--- src/rtl/telem_packetizer.sv ---
// Telemetry packetizer: reads a contiguous window of sensor registers and
// streams SYNC, SEQ, payload bytes and a two's-complement checksum over a
// valid/ready byte interface. One packet per accepted start pulse.
module telem_packetizer #(
    parameter logic [7:0] SYNC_BYTE  = 8'hA5,
    parameter logic [7:0] FIRST_ADDR = 8'd1,
    parameter logic [7:0] LAST_ADDR  = 8'd25
) (
    input  logic       clk,
    input  logic       rst,
    input  logic       start,
    output logic [7:0] reg_addr,
    input  logic [7:0] reg_data,
    output logic [7:0] tx_data,
    output logic       tx_valid,
    input  logic       tx_ready,
    output logic       busy,
    output logic       start_drop
);

    typedef enum logic [2:0] {
        IDLE,
        SYNC,
        SEQ,
        ADDR,
        CAPTURE,
        PAYLOAD,
        CHK
    } state_t;

    state_t     state_reg, state_next;
    logic [7:0] seq_reg,   seq_next;
    logic [7:0] acc_reg,   acc_next;
    logic [7:0] addr_reg,  addr_next;
    logic [7:0] data_reg,  data_next;
    logic       drop_reg,  drop_next;

    // State and datapath registers; rst low forces everything to idle values.
    always_ff @(posedge clk) begin
        if (!rst) begin
            state_reg <= IDLE;
            seq_reg   <= 8'h00;
            acc_reg   <= 8'h00;
            addr_reg  <= 8'h00;
            data_reg  <= 8'h00;
            drop_reg  <= 1'b0;
        end else begin
            state_reg <= state_next;
            seq_reg   <= seq_next;
            acc_reg   <= acc_next;
            addr_reg  <= addr_next;
            data_reg  <= data_next;
            drop_reg  <= drop_next;
        end
    end

    // Next-state, datapath updates and byte-stream outputs.
    always_comb begin
        state_next = state_reg;
        seq_next   = seq_reg;
        acc_next   = acc_reg;
        addr_next  = addr_reg;
        data_next  = data_reg;
        tx_valid   = 1'b0;
        tx_data    = 8'h00;
        busy       = (state_reg != IDLE);
        // A start seen in any non-idle state (including the CHK transfer
        // cycle) is discarded and flagged; nothing is queued.
        drop_next  = start && (state_reg != IDLE);

        case (state_reg)
            IDLE: begin
                addr_next = 8'h00;
                if (start) begin
                    acc_next   = 8'h00;
                    state_next = SYNC;
                end
            end
            SYNC: begin
                tx_valid = 1'b1;
                tx_data  = SYNC_BYTE;
                if (tx_ready) begin
                    state_next = SEQ;
                end
            end
            SEQ: begin
                tx_valid = 1'b1;
                tx_data  = seq_reg;
                if (tx_ready) begin
                    acc_next   = acc_reg + seq_reg;
                    addr_next  = FIRST_ADDR;
                    state_next = ADDR;
                end
            end
            ADDR: begin
                // reg_addr settles for a cycle before the register file is sampled.
                state_next = CAPTURE;
            end
            CAPTURE: begin
                // Freeze the byte here so later reg_data changes cannot leak out.
                data_next  = reg_data;
                state_next = PAYLOAD;
            end
            PAYLOAD: begin
                tx_valid = 1'b1;
                tx_data  = data_reg;
                if (tx_ready) begin
                    acc_next = acc_reg + data_reg;
                    if (addr_reg == LAST_ADDR) begin
                        state_next = CHK;
                    end else begin
                        addr_next  = addr_reg + 8'd1;
                        state_next = ADDR;
                    end
                end
            end
            CHK: begin
                tx_valid = 1'b1;
                tx_data  = ~acc_reg + 8'd1;
                if (tx_ready) begin
                    seq_next   = seq_reg + 8'd1;
                    addr_next  = 8'h00;
                    state_next = IDLE;
                end
            end
            default: begin
                addr_next  = 8'h00;
                state_next = IDLE;
            end
        endcase
    end

    assign reg_addr   = addr_reg;
    assign start_drop = drop_reg;

endmodule

--- config.mk ---
export PLATFORM = sky130hd
export DESIGN_NAME = telem_packetizer
export DESIGN_NICKNAME = d
export VERILOG_FILES = /design/src/rtl/telem_packetizer.sv
export SDC_FILE = /design/constraint.sdc
export NUM_CORES = 1
export LEC_CHECK = 0
export BUFFER_PORTS_ARGS = -buffer_cell sky130_fd_sc_hd__buf_2
export CORE_MARGIN = 2
export CORE_UTILIZATION = 55
export DETAILED_ROUTE_END_ITERATION = 10
export PLACE_DENSITY = 0.85
export SYNTH_ARGS = -nofsm -noshare
export SYNTH_HDL_FRONTEND = slang
export SYNTH_SLANG_ARGS = --single-unit
--- constraint.sdc ---
create_clock -name clk -period 3.2 [get_ports clk]
set_clock_uncertainty 0.05 [all_clocks]
set_input_delay 0.48 -clock clk [delete_from_list [all_inputs] [get_ports clk]]
set_output_delay 0.48 -clock clk [all_outputs]
set_load 0.01 [all_outputs]
**Word-level counts from Yosys, hierarchy flattened**

Index checks and enable logic that the tools add are counted.

- Input bits: 12
- Output and inout bits: 19
- Bits in registers: 36
- Logic and storage cells: 54

- Add/sub/neg operators: 5
- Reduce and logical (&&, ||, !) cells: 10
- Muxes and demuxes: 18
- Bitwise logic cells: 2
- Equal/unequal tests: 13

Operators with widths:

| kind | count |
|---|---|
| $pmux W8 S4 | 2 |
| $mux W8 | 7 |
| $add A8 B1 Y8 const B | 3 |
| $pmux W8 S3 | 1 |
| $pmux W3 S7 | 1 |
| $mux W3 | 6 |
| $add A8 B8 Y8 | 2 |
| $ne A2 B2 Y1 const B | 6 |
| $reduce_and A5 Y1 | 2 |
| $eq A3 B3 Y1 const B | 3 |
| $eq A8 B5 Y1 const B | 1 |
| $not A8 Y8 | 1 |
| $eq A3 B2 Y1 const B | 2 |
| $reduce_bool A3 Y1 | 2 |
| $reduce_and A4 Y1 | 1 |
| $reduce_or A4 Y1 | 1 |
| $eq A3 B1 Y1 const B | 1 |
| $logic_not A3 Y1 | 1 |
| $reduce_or A3 Y1 | 1 |
| $reduce_and A2 Y1 | 1 |
| $logic_and A1 B1 Y1 | 1 |
| $mux W1 | 1 |
| $not A1 Y1 | 1 |

**Logic depth before layout (Yosys ltp)**

- Word-level depth: 4
- Gate-level depth with buffers: 14
- Mapped depth without buffers: 11

**Worst setup path after synthesis**

Ideal clock, no wire load.

- Path type: flip-flop to flip-flop
- Start: register state_reg[0]
- End: register acc_reg[4]
- Clock period less this slack: 2.397 ns
- Stages on the path, launching flop included: 14
- Setup slack: 0.803 ns
- Setup time: 0.118 ns
- Buffers on the path: 2
- Arrival: 2.229 ns
- Required time: 3.032 ns
- Cell sequence: dfxtp_1 buf_2 nand3b_1 buf_2 nand2_1 nand2_1 ha_1 inv_1 fa_1 nor2b_1 o21a_1 or3_1 a32oi_1 nor2b_1

- Word-level cells in the longest chain between the ends: 3
- Elaborated cells between the ends (all ways): 9
- Those cells by class: eq/ne: 5; mux: 1; reduce/logical: 3

Ends and longest elaborated chain:

| what | line | RTL |
|---|---|---|
| from (decl) | 31 | `state_t state_reg, state_next;` |
| from (signal assigned) | 48 | `state_reg <= state_next;` |
| $eq A3 B2 Y1 (tied with other cells) | 71 | `case (state_reg)` |
| $ne A2 B2 Y1 (no source line) / $reduce_bool A3 Y1 (equally long branches) | -- |  |
| $reduce_and A4 Y1 (no source line) | -- |  |
| to (signal assigned) | 50 | `acc_reg <= acc_next;` |
| to (decl) | 33 | `logic [7:0] acc_reg, acc_next;` |

Parallel ways exist; a longest one is shown, timed or not.
A chain may end at the register's enable or synchronous reset.

**Worst setup path after layout**

- Start: register state_reg[1]
- End: register acc_reg[6]

Same word-level chain as after synthesis.

==> results_dict.tcl <==
set metrics [dict create \
    ys_warn_count 0 \
    synth_area_um2 2390 \
    critPathMostFrequentCell "nand2_1" \
    grt_usage_pct 22.9 \
    crit_family "adder cells" \
    synthMuxAreaShare_pct 7.54 \
    post-route-drc-count 0 \
    postSynthAreaPerCell_um2 8.44 \
    hold_viol 0 \
    nets 334 \
    power_density_nw_per_um2 378 \
    htreeDepth 2 \
    p_seq_share_pct 46.8 \
    postCtsSetupBuffers 0 \
    die_area_um2 4890 \
    clock_sinks 36 \
    setup_viol 0 \
    drv_slew 0 \
    grt_max_degree 40 \
    dr_total_vias 2083 \
    dr.pass1.iters 5 \
    die_h_um 69.9 \
    place_ws_ns 0.634 \
    cts_max_path_buffers 2 \
    cts_tree "yes" \
    overflow 0 \
    io-pin-count 31 \
    globalplace.congestion 0.949 \
    power_frac_clock_pct 35.0 \
    clk_latency_ns 0.29 \
    fin_crit_sh_pct 81.9 \
    core_um2 4090 \
    regArea_um2 721 \
    status "complete, no violations" \
    min_path_type "input pin to flop" \
    grt_pass1_vias 1869 \
    synth-xor-area-share_pct 6.23 \
    rows 23 \
    worstMarginPinSlew_ns 0.598 \
    post_drt_wl_per_cell_um 14.8 \
    fin_ws_ns 0.580 \
    drt-total-wl_um 5310 \
    start_util_pct 58.5 \
    placed_area_um2 2560 \
    max_freq_mhz 382 \
    rsz0062_at_grt "no" \
    period_needed_ns 2.62 \
    synth_nets 307 \
    end_kind "flop" \
    cpMaxStageDelayCell "dfxtp_1" \
    ir_worst_vdd_mv 0.188 \
    fp.dieW_um 69.9 \
    power_leakage_nw 1.11 \
    setup-tns-final_ns 0 \
    internal_power_mw 0.725 \
    synth_top_family_by_area "simple AND/OR/NAND/NOR gates" \
    drive_gt1_share_pct 18.4 \
    diodes 0 \
    startpoint "state_reg[1]" \
    hold_start "reg_data[0]" \
    slew_headroom_pct 60.1 \
    route.antenna.remaining_nets 0 \
    avgViaCountPerCell 5.79 \
    postCtsResizedCells 0 \
    dp_hpwl_um 3920 \
    cts-root-buf "clkbuf_8" \
    drt-initial-drc-count 209 \
    crit_path_start_kind "flop" \
    cp_cell_sequence "nand3b_1 -> buf_4 -> nand2_1 -> nand2_1 -> ha_1 -> inv_1 -> fa_1 -> nor2b_1 -> nor2_1 -> o21ai_0 -> a211o_1 -> o211ai_1" \
    antenna_found_initial 0 \
    fillers 340 \
    ctsHoldBuffers 0 \
    required_ns 3.32 \
    power_switching_mw 0.280 \
    r2r_start "state_reg[1]" \
    critPathKind "flop to flop" \
    synth_compound_area_share_pct 15.6 \
    ys_types 50 \
    synth_fa_ha_area_share_pct 6.60 \
    path_buf_inv 2 \
    numCtsBuffers 5 \
    clkTransAtPathRegs_ns 0.07 \
    cp.arrival_ns 2.74 \
    cap_violations 0 \
    cp_slowest_stage_delay_ns 0.55 \
    grt_pass1_wl_um 8960 \
    io_buffers 30 \
    areaGrowthSynthToFinish_pct 11.3 \
    syn_inst 283 \
    whs_ns 0.392 \
    ys_ff_latch 36 \
    p_sw_share_pct 27.9 \
    multi_input_area_um2 1560 \
    comb_power_share_pct 18.3 \
    final_cell_area_um2 2660 \
    yosysSeqAreaShare_pct 30.2 \
    yosys.area_share.simple_pct 29.1 \
    cp_max_fo 12 \
]
[synth_stat cells (all sizes together)]
cell type / count / area (µm²)
nand2: 37 / 141
dfxtp: 36 / 721
nor2b: 26 / 165
mux2i: 18 / 180
nor2: 15 / 56.3
o21ai: 15 / 75.1
nand3: 12 / 60.1
a21oi: 11 / 66.3
buf: 11 / 63.8
ha: 11 / 138
xor2: 9 / 78.8
inv: 8 / 30.0
xnor2: 8 / 70.1
and2: 6 / 37.5
and3: 5 / 31.3
clkbuf: 5 / 20.0
o221a: 4 / 45.0
o22ai: 4 / 25.0
a22oi: 3 / 22.5
a31oi: 3 / 18.8
nand2b: 3 / 26.3
nand4: 3 / 18.8
nor3: 3 / 26.3
o21a: 3 / 22.5
or3: 3 / 18.8
a211o: 2 / 17.5
a21boi: 2 / 15.0
nand3b: 2 / 15.0
nor3b: 2 / 15.0
nor4: 2 / 42.5
a211oi: 1 / 20.0
a32oi: 1 / 8.76
and3b: 1 / 8.76
and4: 1 / 11.3
and4b: 1 / 10.0
fa: 1 / 20.0
o2111a: 1 / 11.3
o211ai: 1 / 7.51
o311a: 1 / 10.0
o31ai: 1 / 7.51
or4: 1 / 11.3
[power by group through the flow]
stage / logic, mW / registers, mW / clock network, mW
floorplan: 0.130 / 0.480 / 0
global placement: 0.181 / 0.480 / 0
detailed placement: 0.183 / 0.480 / 0
CTS: 0.183 / 0.470 / 0.358
global route: 0.202 / 0.471 / 0.373
finish: 0.184 / 0.470 / 0.351
[worst paths after layout]
| check | endpoint | slack, ns | depth (start not counted) |
|---|---|---|---|
| max | acc_reg[6] | 0.58 | 12 |
| min | data_reg[0] | 0.39 | 3 |
| max reg2reg | acc_reg[6] | 0.58 | 12 |
| min reg2reg | acc_reg[7] | 0.47 | 2 |
[through the flow]
| stage | std cells | total power [mW] | utilization (%) |
|---|---|---|---|
| global placement | 353 | 0.661 | 62.7 |
| global route | 360 | 1.05 | 65.1 |
| detailed placement | 353 | 0.663 | 62.7 |
| floorplan | 283 | 0.610 | - |
| CTS | 360 | 1.01 | 65.1 |
| finish | 360 | 1.01 | 65.1 |
[worst min-delay path: stages]
cell	delay, ns
buf_2	0.07
mux2i_1	0.05
nor2b_1	0.09
[placed cells by master, fill, tap and decap left out, types with 7 or more instances in the layout]
cell type / Yosys / final
nand3_1: 12 / 12
dfxtp_1: 36 / 36
clkbuf_8: 0 / 7
nand2_1: 36 / 36
nor2_1: 15 / 15
o21ai_0: 14 / 14
xnor2_1: 8 / 8
inv_1: 8 / 8
buf_2: 9 / 30
a21oi_1: 10 / 10
mux2i_1: 18 / 18
xor2_1: 9 / 9
ha_1: 11 / 11
nor2b_1: 25 / 25
[cell type report]
cell class | instances | area share [%]
repair buffers | 36 | 7.34
clock buffers | 7 | 3.62
well taps | 50 | 2.35
inverters | 8 | 1.13
multi-input cells | 223 | 58.5
flip-flops and latches | 36 | 27.1
[cells by family after synthesis]
kind of cell	count (synthesis)
adders and majority gates	12
and+or+nand+nor	123
muxes	18
DFF	36
xor gates and xnor gates	17
buffers and inverters	24
AOI/OAI and AO/OA	53
[routing by layer]
metal  GRT usage [%]  part of all wire (%)
met1            31.7                    46
met2            35.0                    46
met3            5.19                   5.9
met4            7.69                   1.4
met5               0                     0
Note: power is estimated with default switching activity, not from simulation.
